`src/rtl/ulaplus_palette_ctrl.sv`:
```
// rtl/ulaplus_palette_ctrl.sv - ULAplus palette LUT CPU-side controller (I/O decode, write sequencing, init sweep)
//
// Ports:
//   clk, rst_n          clock (posedge) and asynchronous active-low reset
//   cpu_a, iorq_n,      Z80 address bus and active-low I/O strobes
//   wr_n, rd_n
//   cpu_din / cpu_dout  Z80 write data / readback data, oe high when cpu_dout drives the bus
//   lut_a3, lut_din,    LUT CPU-side port: address, write data, one-cycle write enable,
//   lut_load, lut_do3   and read data at lut_a3
//   ulaplus_enabled     mode register bit 0
//   busy                high while the post-reset clear sweep runs
//
// Build option: define ULAPLUS_AUTOINC_EN to advance the palette index after every
// group-00 data port write (index wraps 63 -> 0).
module ulaplus_palette_ctrl #(
    parameter logic [15:0] REG_PORT   = 16'hBF3B,
    parameter logic [15:0] DATA_PORT  = 16'hFF3B,
    parameter logic [7:0]  INIT_VALUE = 8'h00
) (
    input  logic        clk,
    input  logic        rst_n,
    input  logic [15:0] cpu_a,
    input  logic        iorq_n,
    input  logic        wr_n,
    input  logic        rd_n,
    input  logic [7:0]  cpu_din,
    output logic [7:0]  cpu_dout,
    output logic        oe,
    output logic [5:0]  lut_a3,
    output logic [7:0]  lut_din,
    output logic        lut_load,
    input  logic [7:0]  lut_do3,
    output logic        ulaplus_enabled,
    output logic        busy
);

    typedef enum logic [1:0] {
        ST_INIT,
        ST_IDLE,
        ST_WRITE
    } state_t;

    localparam logic [6:0] SWEEP_LEN = 7'd64;

    state_t      state, state_nxt;
    logic [6:0]  cnt, cnt_nxt;

    logic        iow, ior, iow_q;
    logic        wr_evt, reg_wr, data_wr;

    logic [1:0]  grp, grp_nxt;
    logic [5:0]  idx, idx_nxt;
    logic        mode, mode_nxt;

    logic        pend, pend_nxt;
    logic [5:0]  pidx, pidx_nxt;
    logic [7:0]  pdat, pdat_nxt;

    logic        load_nxt;
    logic [5:0]  a3_nxt;
    logic [7:0]  din_nxt;
    logic        busy_nxt;

    assign iow     = ~iorq_n & ~wr_n;
    assign ior     = ~iorq_n & ~rd_n;
    // Only the first cycle of a write strobe acts, so a multi-cycle OUT is one event.
    assign wr_evt  = iow & ~iow_q;
    assign reg_wr  = wr_evt & (cpu_a == REG_PORT);
    assign data_wr = wr_evt & (cpu_a == DATA_PORT);

    assign oe              = ior & (cpu_a == DATA_PORT);
    assign ulaplus_enabled = mode;

    always_ff @(posedge clk or negedge rst_n) begin
        if (!rst_n) begin
            state    <= ST_INIT;
            cnt      <= 7'd0;
            iow_q    <= 1'b0;
            grp      <= 2'b00;
            idx      <= 6'd0;
            mode     <= 1'b0;
            pend     <= 1'b0;
            pidx     <= 6'd0;
            pdat     <= 8'h00;
            lut_load <= 1'b0;
            lut_a3   <= 6'd0;
            lut_din  <= 8'h00;
            busy     <= 1'b1;
        end else begin
            state    <= state_nxt;
            cnt      <= cnt_nxt;
            iow_q    <= iow;
            grp      <= grp_nxt;
            idx      <= idx_nxt;
            mode     <= mode_nxt;
            pend     <= pend_nxt;
            pidx     <= pidx_nxt;
            pdat     <= pdat_nxt;
            lut_load <= load_nxt;
            lut_a3   <= a3_nxt;
            lut_din  <= din_nxt;
            busy     <= busy_nxt;
        end
    end

    always_comb begin
        state_nxt = state;
        cnt_nxt   = cnt;
        grp_nxt   = grp;
        idx_nxt   = idx;
        mode_nxt  = mode;
        pend_nxt  = pend;
        pidx_nxt  = pidx;
        pdat_nxt  = pdat;
        load_nxt  = 1'b0;
        din_nxt   = lut_din;
        busy_nxt  = 1'b0;

        if (reg_wr) begin
            grp_nxt = cpu_din[7:6];
            idx_nxt = cpu_din[5:0];
        end

        if (data_wr) begin
            case (grp)
                2'b00: begin
                    // The target index is frozen here; later register writes cannot redirect it.
                    pidx_nxt = idx;
                    pdat_nxt = cpu_din;
`ifdef ULAPLUS_AUTOINC_EN
                    idx_nxt  = idx + 6'd1;
`endif
                end
                2'b01:   mode_nxt = cpu_din[0];
                default: ;
            endcase
        end

        // Outside the sweep and the commit cycle the LUT address follows the index,
        // so group-00 readback is a plain combinational path through lut_do3.
        a3_nxt = idx_nxt;

        case (state)
            ST_INIT: begin
                busy_nxt = 1'b1;
                if (cnt == SWEEP_LEN) begin
                    state_nxt = ST_IDLE;
                    busy_nxt  = 1'b0;
                end else begin
                    load_nxt = 1'b1;
                    a3_nxt   = cnt[5:0];
                    din_nxt  = INIT_VALUE;
                    cnt_nxt  = cnt + 7'd1;
                end
            end
            ST_IDLE: begin
                if (pend) begin
                    state_nxt = ST_WRITE;
                    load_nxt  = 1'b1;
                    a3_nxt    = pidx;
                    din_nxt   = pdat;
                    pend_nxt  = 1'b0;
                end
            end
            ST_WRITE: begin
                state_nxt = ST_IDLE;
            end
            default: begin
                state_nxt = ST_INIT;
                cnt_nxt   = 7'd0;
            end
        endcase

        // A new capture outranks the clear above: its data is not the one being committed.
        if (data_wr && grp == 2'b00) begin
            pend_nxt = 1'b1;
        end
    end

    always_comb begin
        cpu_dout = 8'hFF;
        if (state == ST_INIT) begin
            cpu_dout = INIT_VALUE;
        end else if (grp == 2'b00) begin
            cpu_dout = lut_do3;
        end else if (grp == 2'b01) begin
            cpu_dout = {7'b0, mode};
        end
    end

endmodule

```
`config.mk`:
```
export PLATFORM = sky130hd
export DESIGN_NAME = ulaplus_palette_ctrl
export DESIGN_NICKNAME = d
export VERILOG_FILES = /design/src/rtl/ulaplus_palette_ctrl.sv
export SDC_FILE = /design/constraint.sdc
export NUM_CORES = 1
export LEC_CHECK = 0
export CORE_UTILIZATION = 25
export CTS_BUF_LIST = sky130_fd_sc_hd__clkbuf_8 sky130_fd_sc_hd__clkbuf_16
export DETAILED_ROUTE_END_ITERATION = 7
export MAX_ROUTING_LAYER = met4
export SYNTH_ARGS = -nofsm -noshare
export SYNTH_HDL_FRONTEND = slang
export SYNTH_SLANG_ARGS = --single-unit
export TNS_END_PERCENT = 1
```
`constraint.sdc`:
```
create_clock -name clk -period 1.7 [get_ports clk]
set_input_delay 0.17 -clock clk [delete_from_list [all_inputs] [get_ports clk]]
set_output_delay 0.17 -clock clk [all_outputs]
set_load 0.01 [all_outputs]
```
==> reports/metrics.yaml, run 1 <==
synthesis:
  netlist-cell-type-count: 43
  synthCells: 228
  syn_nets: 271
  synth_area_mm2: 0.00242
  syn_avg_cell_area_um2: 10.6
  ys_warn_count: 0
  synth-seq-cells: 50
  synthFlopType: "dfrtp_1"
  synth_edf_count: 0
  async_reset_ff_share_pct: 100
  seq_area_frac_synth_pct: 51.7
layout:
  area_growth_pct: 48.0
  antennaDiodeCount: 0
  seq_area_mm2: 0.00125
  fillers: 923
  final_cell_count_no_fill: 446
  post-route-util_pct: 38.4
  final_nets: 360
  multi_input_area_mm2: 0.00116
  drive_gt1_share_pct: 23.7
sta:
  slew_violations: 0
  fmax_mhz: 577
  rsz0062_at_grt: "true"
  fin_crit_sh_pct: 102
  hold_viol: 0
  min_period_ns: 1.73
  setup_ws_ns: -0.0338
  finClkSkew_ns: 0.00780
  setup_violations: 2
  slew_headroom_pct: 76.3
  worst_hold_slack_ns: 0.376
  tightest_slew_ns: 0.352
power:
  power.leakage_nw: 1.66
  p_seq_share_pct: 58.9
  switchingPower_uw: 462
  vdd_drop_max_mv: 0.358
  total_power_mw: 2.02
  power_density_mw_per_mm2: 564
  p_int_mw: 1.56
  switching_share_pct: 22.8
  p_clk_share_pct: 33.8
  combinationalPowerShare_pct: 7.4
clock_tree:
  cts_tree: "done"
  cts.sinks: 50
  cts-root-buf: "clkbuf_8"
  htree_num_levels: 2
  clockBufferDepth: 2
  cts.clk_slew.worst_paths_ns: 0.09
  clkLatencyLatePin_ns: 0.30
  cts_buffers: 5
global_route:
  grt_pass1_wl_um: 9970
  grt_antenna_before_repair: 0
  grt_remaining_overflow: 0
  grt_use_total_pct: 12.9
  grt_start_max_net_pins: 51
  grt_pass1_vias: 2167
die:
  num_io_pins: 63
  die_area_mm2: 0.0101
  die-width_um: 100
  die_h_um: 100
  rows: 35
  core-area_mm2: 0.00933
  start_util_pct: 26.0
placed_design:
  port_buffers: 62
  placedCellCount: 435
  place.gp.congestion: 0.755
  dp.final_hpwl_um: 4330
worst_setup_path:
  critPathTopFamily: "compound AO/OA/AOI/OAI gates"
  worst_r2r_endpoint: "lut_a3[0]"
  regToRegSetupSlack_ns: -0.03
  critPathKind: "register to register"
  cp.required_ns: 1.88
  crit_path_start_kind: "register"
  cp_max_fo: 28
  reg2regPathDepth: 7
  r2r-start: "state[0]"
  crit_start: "state[0]"
  cp_data_arrival_time_ns: 1.91
  critPathSlowestCell: "dfrtp_1"
  crit_chain: "buf_4, ha_2, nor2b_1, a311o_1, buf_12, o311ai_0, nand3_1"
  slowest_delay_ns: 0.40
  path_buf_inv: 2
  cp-end-kind: "register"
status:
  violations: "negative setup slack"
  status: "finished, violations left"
routing:
  drc: 0
  met1_length_um: 2750
  drt-pass1-iter-count: 4
  drt_iter0_drc: 77
  vias: 2086
  ant_nets: 0
  routedWlPerCell_um: 12.9
  wl_met3_um: 282
  top_layer_used: "met4"
  dr_wl_met2_um: 2670
  routed_via_density: 4.68
  wl_um: 5760
min_path:
  min_path_type: "primary input to async pin"
flow_run:
  max-cap-violations: 0
## power by group through the flow
stage | combinational (mW) | sequential, mW | clock (mW)
after floorplan | 0.0148 | 1.21 | 0
after global placement | 0.150 | 1.21 | 0
after detailed placement | 0.152 | 1.21 | 0
after CTS | 0.155 | 1.19 | 0.711
after global routing | 0.164 | 1.19 | 0.762
final | 0.149 | 1.19 | 0.683
## placed cells by master (no fill, tap or decap), types with 2 or more instances in the layout
cell type	n
dfrtp_1	49
clkdlybuf4s50_1	42
nand2_1	28
buf_4	27
o21ai_0	16
nor2_1	15
mux2_2	13
dlymetal6s2s_1	10
nand4_1	8
mux2_1	8
a21oi_1	7
inv_1	6
a22oi_1	6
nand3_1	6
dlygate4sd2_1	6
clkbuf_8	5
o211ai_1	4
ha_1	4
and2_1	3
nor3_2	3
buf_12	3
nand4b_1	2
and3_1	2
a31oi_1	2
o31ai_1	2
mux2i_1	2
o21ai_1	2
clkinvlp_4	2
buf_2	2
clkbuf_2	2
## Yosys cell counts, types with 2 or more instances
cell type,n,area (um2)
nor3_1,3,15.0
and3_1,2,12.5
mux2_1,9,101
a31oi_1,2,12.5
a22oi_1,6,45.0
a21oi_1,8,40.0
mux2i_1,2,20.0
clkbuf_1,6,22.5
o31ai_1,3,22.5
buf_2,3,15.0
or2_2,2,12.5
nand4_1,8,50.1
nand4b_1,2,17.5
nor2_1,15,56.3
nand2_1,28,105
inv_1,7,26.3
ha_1,6,75.1
and2_1,3,18.8
o311ai_0,2,17.5
nand3_1,7,35.0
o21ai_0,18,90.1
buf_1,2,7.51
o211ai_1,4,30.0
mux2_2,13,146
dfrtp_1,49,1230
## stage by stage
step	setup TNS, ns	setup slack, ns	area, um2
3_3_place_gp	-9.85	-0.393	3400
5_1_grt	-0.774	-0.104	3580
6_report	-0.0551	-0.0338	3580
3_5_place_dp	-10.73	-0.428	3400
4_1_cts	-0.145	-0.0396	3540
2_1_floorplan	-0.509	-0.0325	2440
## worst min-delay path, stage by stage
cell,delay [ns]
dlygate4sd3_1,0.52
buf_2,0.12
buf_12,0.24
## cell families (layout without fill, tap and decap cells)
kind of cell	count (synthesis)	count (layout)	synth area share, %
flops	50	50	51.7
compound gates	50	50	13.0
mux	24	24	11.1
fa+ha+maj	6	6	3.10
buf+inv	19	108	3.10
simple gates	79	79	18.0
## routing by layer
layer  global-route usage, %  vias up
li1                        -     1008
met1                    17.1     1006
met2                    20.0       68
met3                    1.95        4
met4                    5.02        0
met5                       -        -
## registers in the layout (all words and copies together), names as in the netlist, 2 cells and up
name	cells
lut_din	8
pdat	8
cnt	7
idx	6
lut_a3	6
pidx	6
grp	2
state	2
## timing repair
item,in CTS,in global routing
pin swaps,5,3
gates resized for setup,20,22
hold endpoints to repair,49,0
buffers inserted,2,1
cloned,0,0
hold buffers,1,0
endpoints found under the setup margin,30,42
## how the worst max path moves through the flow
stage | to | slack [ns] | cells past startpoint
6_report | lut_a3[0] | -0.03 | 7
5_1_grt | lut_a3[2] | -0.10 | 7
4_1_cts | lut_a3[0] | -0.04 | 7
3_5_place_dp | lut_a3[1] | -0.43 | 5
3_3_place_gp | lut_a3[1] | -0.39 | 5
2_1_floorplan | idx[0] | -0.03 | 5
## area by class of cell
class	count	area share [%]
multi-input cells	159	32.5
clock buffers	5	1.92
flip-flops and latches	50	35.0
inverters	8	0.873
clock inverters	2	0.419
well taps	129	4.50
repair buffers	93	24.9
(Power assumes the default switching activity.)
==> run 2: changes to the inputs <==
Settings changed: CORE_UTILIZATION 25 to 44, PLACE_DENSITY from default to 0.84.
==> reports/metrics.yaml, run 2 (same netlist as run 1, synthesis figures left out) <==
global_route:
  grt_use_total_pct: 20.5  # +7.6 points
  grt_remaining_overflow: 0  # unchanged
  grt_pass1_vias: 2080  # -4.0%
  grt_start_max_net_pins: 21  # -59%
  grt_pass1_wl_um: 9200  # -7.7%
  grt_antenna_before_repair: 0  # unchanged
layout:
  layout_commonest_cell: "clkdlybuf4s50_1"
  final_cell_count_no_fill: 385  # -14%
  area_growth_pct: 43.5
  final_nets: 357  # -0.83%
  fillers: 413  # -55%
  antennaDiodeCount: 0  # unchanged
  top_regs: "lut_din (8), pdat (8), cnt (7)"
  multi_input_area_mm2: 0.00117  # +0.54%
  seq_area_mm2: 0.00125  # unchanged
  drive_gt1_share_pct: 22.5  # -1.1 points
  mostFrequentLayoutCells: "clkdlybuf4s50_1, dfrtp_1, nand2_1, buf_4, nor2_1"
routing:
  ant_nets: 0  # unchanged
  drt-pass1-iter-count: 4  # unchanged
  wl_um: 5410  # -6.1%
  routedWlPerCell_um: 14.0  # +8.7%
  drc: 0  # unchanged
  met1_length_um: 2340  # -15%
  routed_via_density: 5.33  # +14%
  wl_met3_um: 324  # +15%
  dr_wl_met2_um: 2680  # +0.41%
  drt_iter0_drc: 96  # +25%
  vias: 2053  # -1.6%
  top_layer_used: "met4"
die:
  die_h_um: 76.2  # -24%
  core-area_mm2: 0.00520  # -44%
  die-width_um: 76.2  # -24%
  start_util_pct: 46.5  # +21 points
  rows: 26  # -26%
  die_area_mm2: 0.00580  # -42%
  num_io_pins: 63  # unchanged
power:
  p_seq_share_pct: 59.5  # +0.6 points
  power.leakage_nw: 1.58  # -4.7%
  vdd_drop_max_mv: 0.300  # -16%
  p_int_mw: 1.56  # +0.11%
  power_density_mw_per_mm2: 575  # +2.0%
  switching_share_pct: 21.9  # -0.98 points
  combinationalPowerShare_pct: 7.3  # about the same
  p_clk_share_pct: 33.2  # -0.6 points
  switchingPower_uw: 437  # -5.4%
worst_setup_path:
  cp_data_arrival_time_ns: 1.92  # about the same
  worst_r2r_endpoint: "lut_din[0]"
  cp-end-kind: "register"
  cp_max_fo: 3  # -89%
  r2r-start: "state[0]"
  endpoint: "grp[1]"
  cp.required_ns: 1.88  # about the same
  critPathKind: "primary input to register"
  regToRegSetupSlack_ns: -0.02  # about the same
  crit_path_start_kind: "primary input"
  crit_start: "cpu_a[2]"
  reg2regPathDepth: 8  # +1
sta:
  rsz0062_at_grt: "true"
  tightest_slew_ns: 0.424  # +0.0718 ns
  fmax_mhz: 577  # +0.11%
  slew_headroom_pct: 71.7  # -4.6 points
  setup_violations: 10  # +8
  hold_viol: 0  # unchanged
  setup_ws_ns: -0.0319  # +0.00193 ns
  fin_tns_setup_ns: -0.121  # -0.0662 ns
  min_period_ns: 1.73  # -0.00193 ns
  slew_violations: 0  # unchanged
  finClkSkew_ns: 0.0113  # +0.00353 ns
  fin_crit_sh_pct: 102  # -0.11 points
placed_design:
  place.gp.congestion: 0.851  # +13%
  placedCellCount: 375  # -14%
  port_buffers: 62  # unchanged
  dp.final_hpwl_um: 4070  # -6.0%
clock_tree:
  clockBufferDepth: 2  # unchanged
  cts_tree: "done"
  cts-root-buf: "clkbuf_8"
  clkLatencyLatePin_ns: 0.30  # about the same
  cts.clk_slew.worst_paths_ns: 0.09  # about the same
  htree_num_levels: 2  # unchanged
  cts_buffers: 5  # unchanged
  cts.sinks: 50  # unchanged
status:
  violations: "negative setup slack"
  status: "finished, violations left"
min_path:
  min_path_type: "primary input to async pin"
flow_run:
  max-cap-violations: 0  # unchanged
-- run 2: repair_timing --
action,in CTS,in global routing
setup endpoints to repair,35,40
gates resized for setup,22,14
setup buffers,1,0
hold endpoints to repair,17,0
pin swaps,3,2
hold buffers,1,0
-- run 2: through the flow --
stage / instance area [um2] / utilization (%) / worst slack, ns / hold WS (ns) / power, mW
6_report: 3470 / 66.7 / -0.0319 / 0.324 / 2.00
5_1_grt: 3470 / 66.7 / -0.112 / 0.377 / 2.08
4_1_cts: 3440 / 66.0 / -0.0611 / 0.349 / 2.01
3_5_place_dp: 3320 / 63.8 / -0.390 / 0.134 / 1.36
3_3_place_gp: 3320 / 63.8 / -0.349 / 0.135 / 1.36
2_1_floorplan: 2440 / - / -0.0325 / -0.126 / 1.23
-- run 2: area by class of cell --
type,count,share of cell area (%)
well taps,70,2.52
repair buffers,90,24.4
clock buffers,5,1.98
clock inverters,3,0.504
inverters,8,0.901
multi-input cells,159,33.7
flip-flops and latches,50,36.1
-- run 2: critical path, stage by stage --
cell             delay [ns]
clkdlybuf4s50_1        0.40
nand4bb_4              0.26
or4_4                  0.58
nor3_2                 0.16
mux2_2                 0.35
-- run 2: power groups by stage --
| stage | Sequential [mW] | Combinational (mW) | Clock (mW) |
|---|---|---|---|
| after global routing | 1.19 | 0.158 | 0.729 |
| after floorplan | 1.21 | 0.0148 | 0 |
| final | 1.19 | 0.145 | 0.664 |
| after CTS | 1.19 | 0.145 | 0.674 |
| after global placement | 1.21 | 0.142 | 0 |
| after detailed placement | 1.21 | 0.144 | 0 |
-- run 2: worst min path at each step --
stage | endpoint | slack [ns] | cells after the start
final | cnt[6] | 0.32 | 2
after detailed placement | cnt[6] | 0.13 | 1
after global routing | cnt[4] | 0.38 | 2
after floorplan | cnt[0] | -0.13 | 0
after CTS | cnt[6] | 0.35 | 2
after global placement | cnt[6] | 0.13 | 1
-- run 2: metal layers --
layer	up-vias	GRT usage, %
met5	-	-
met4	0	5.58
met3	8	4.79
met2	84	34.0
met1	971	25.4
li1	990	-
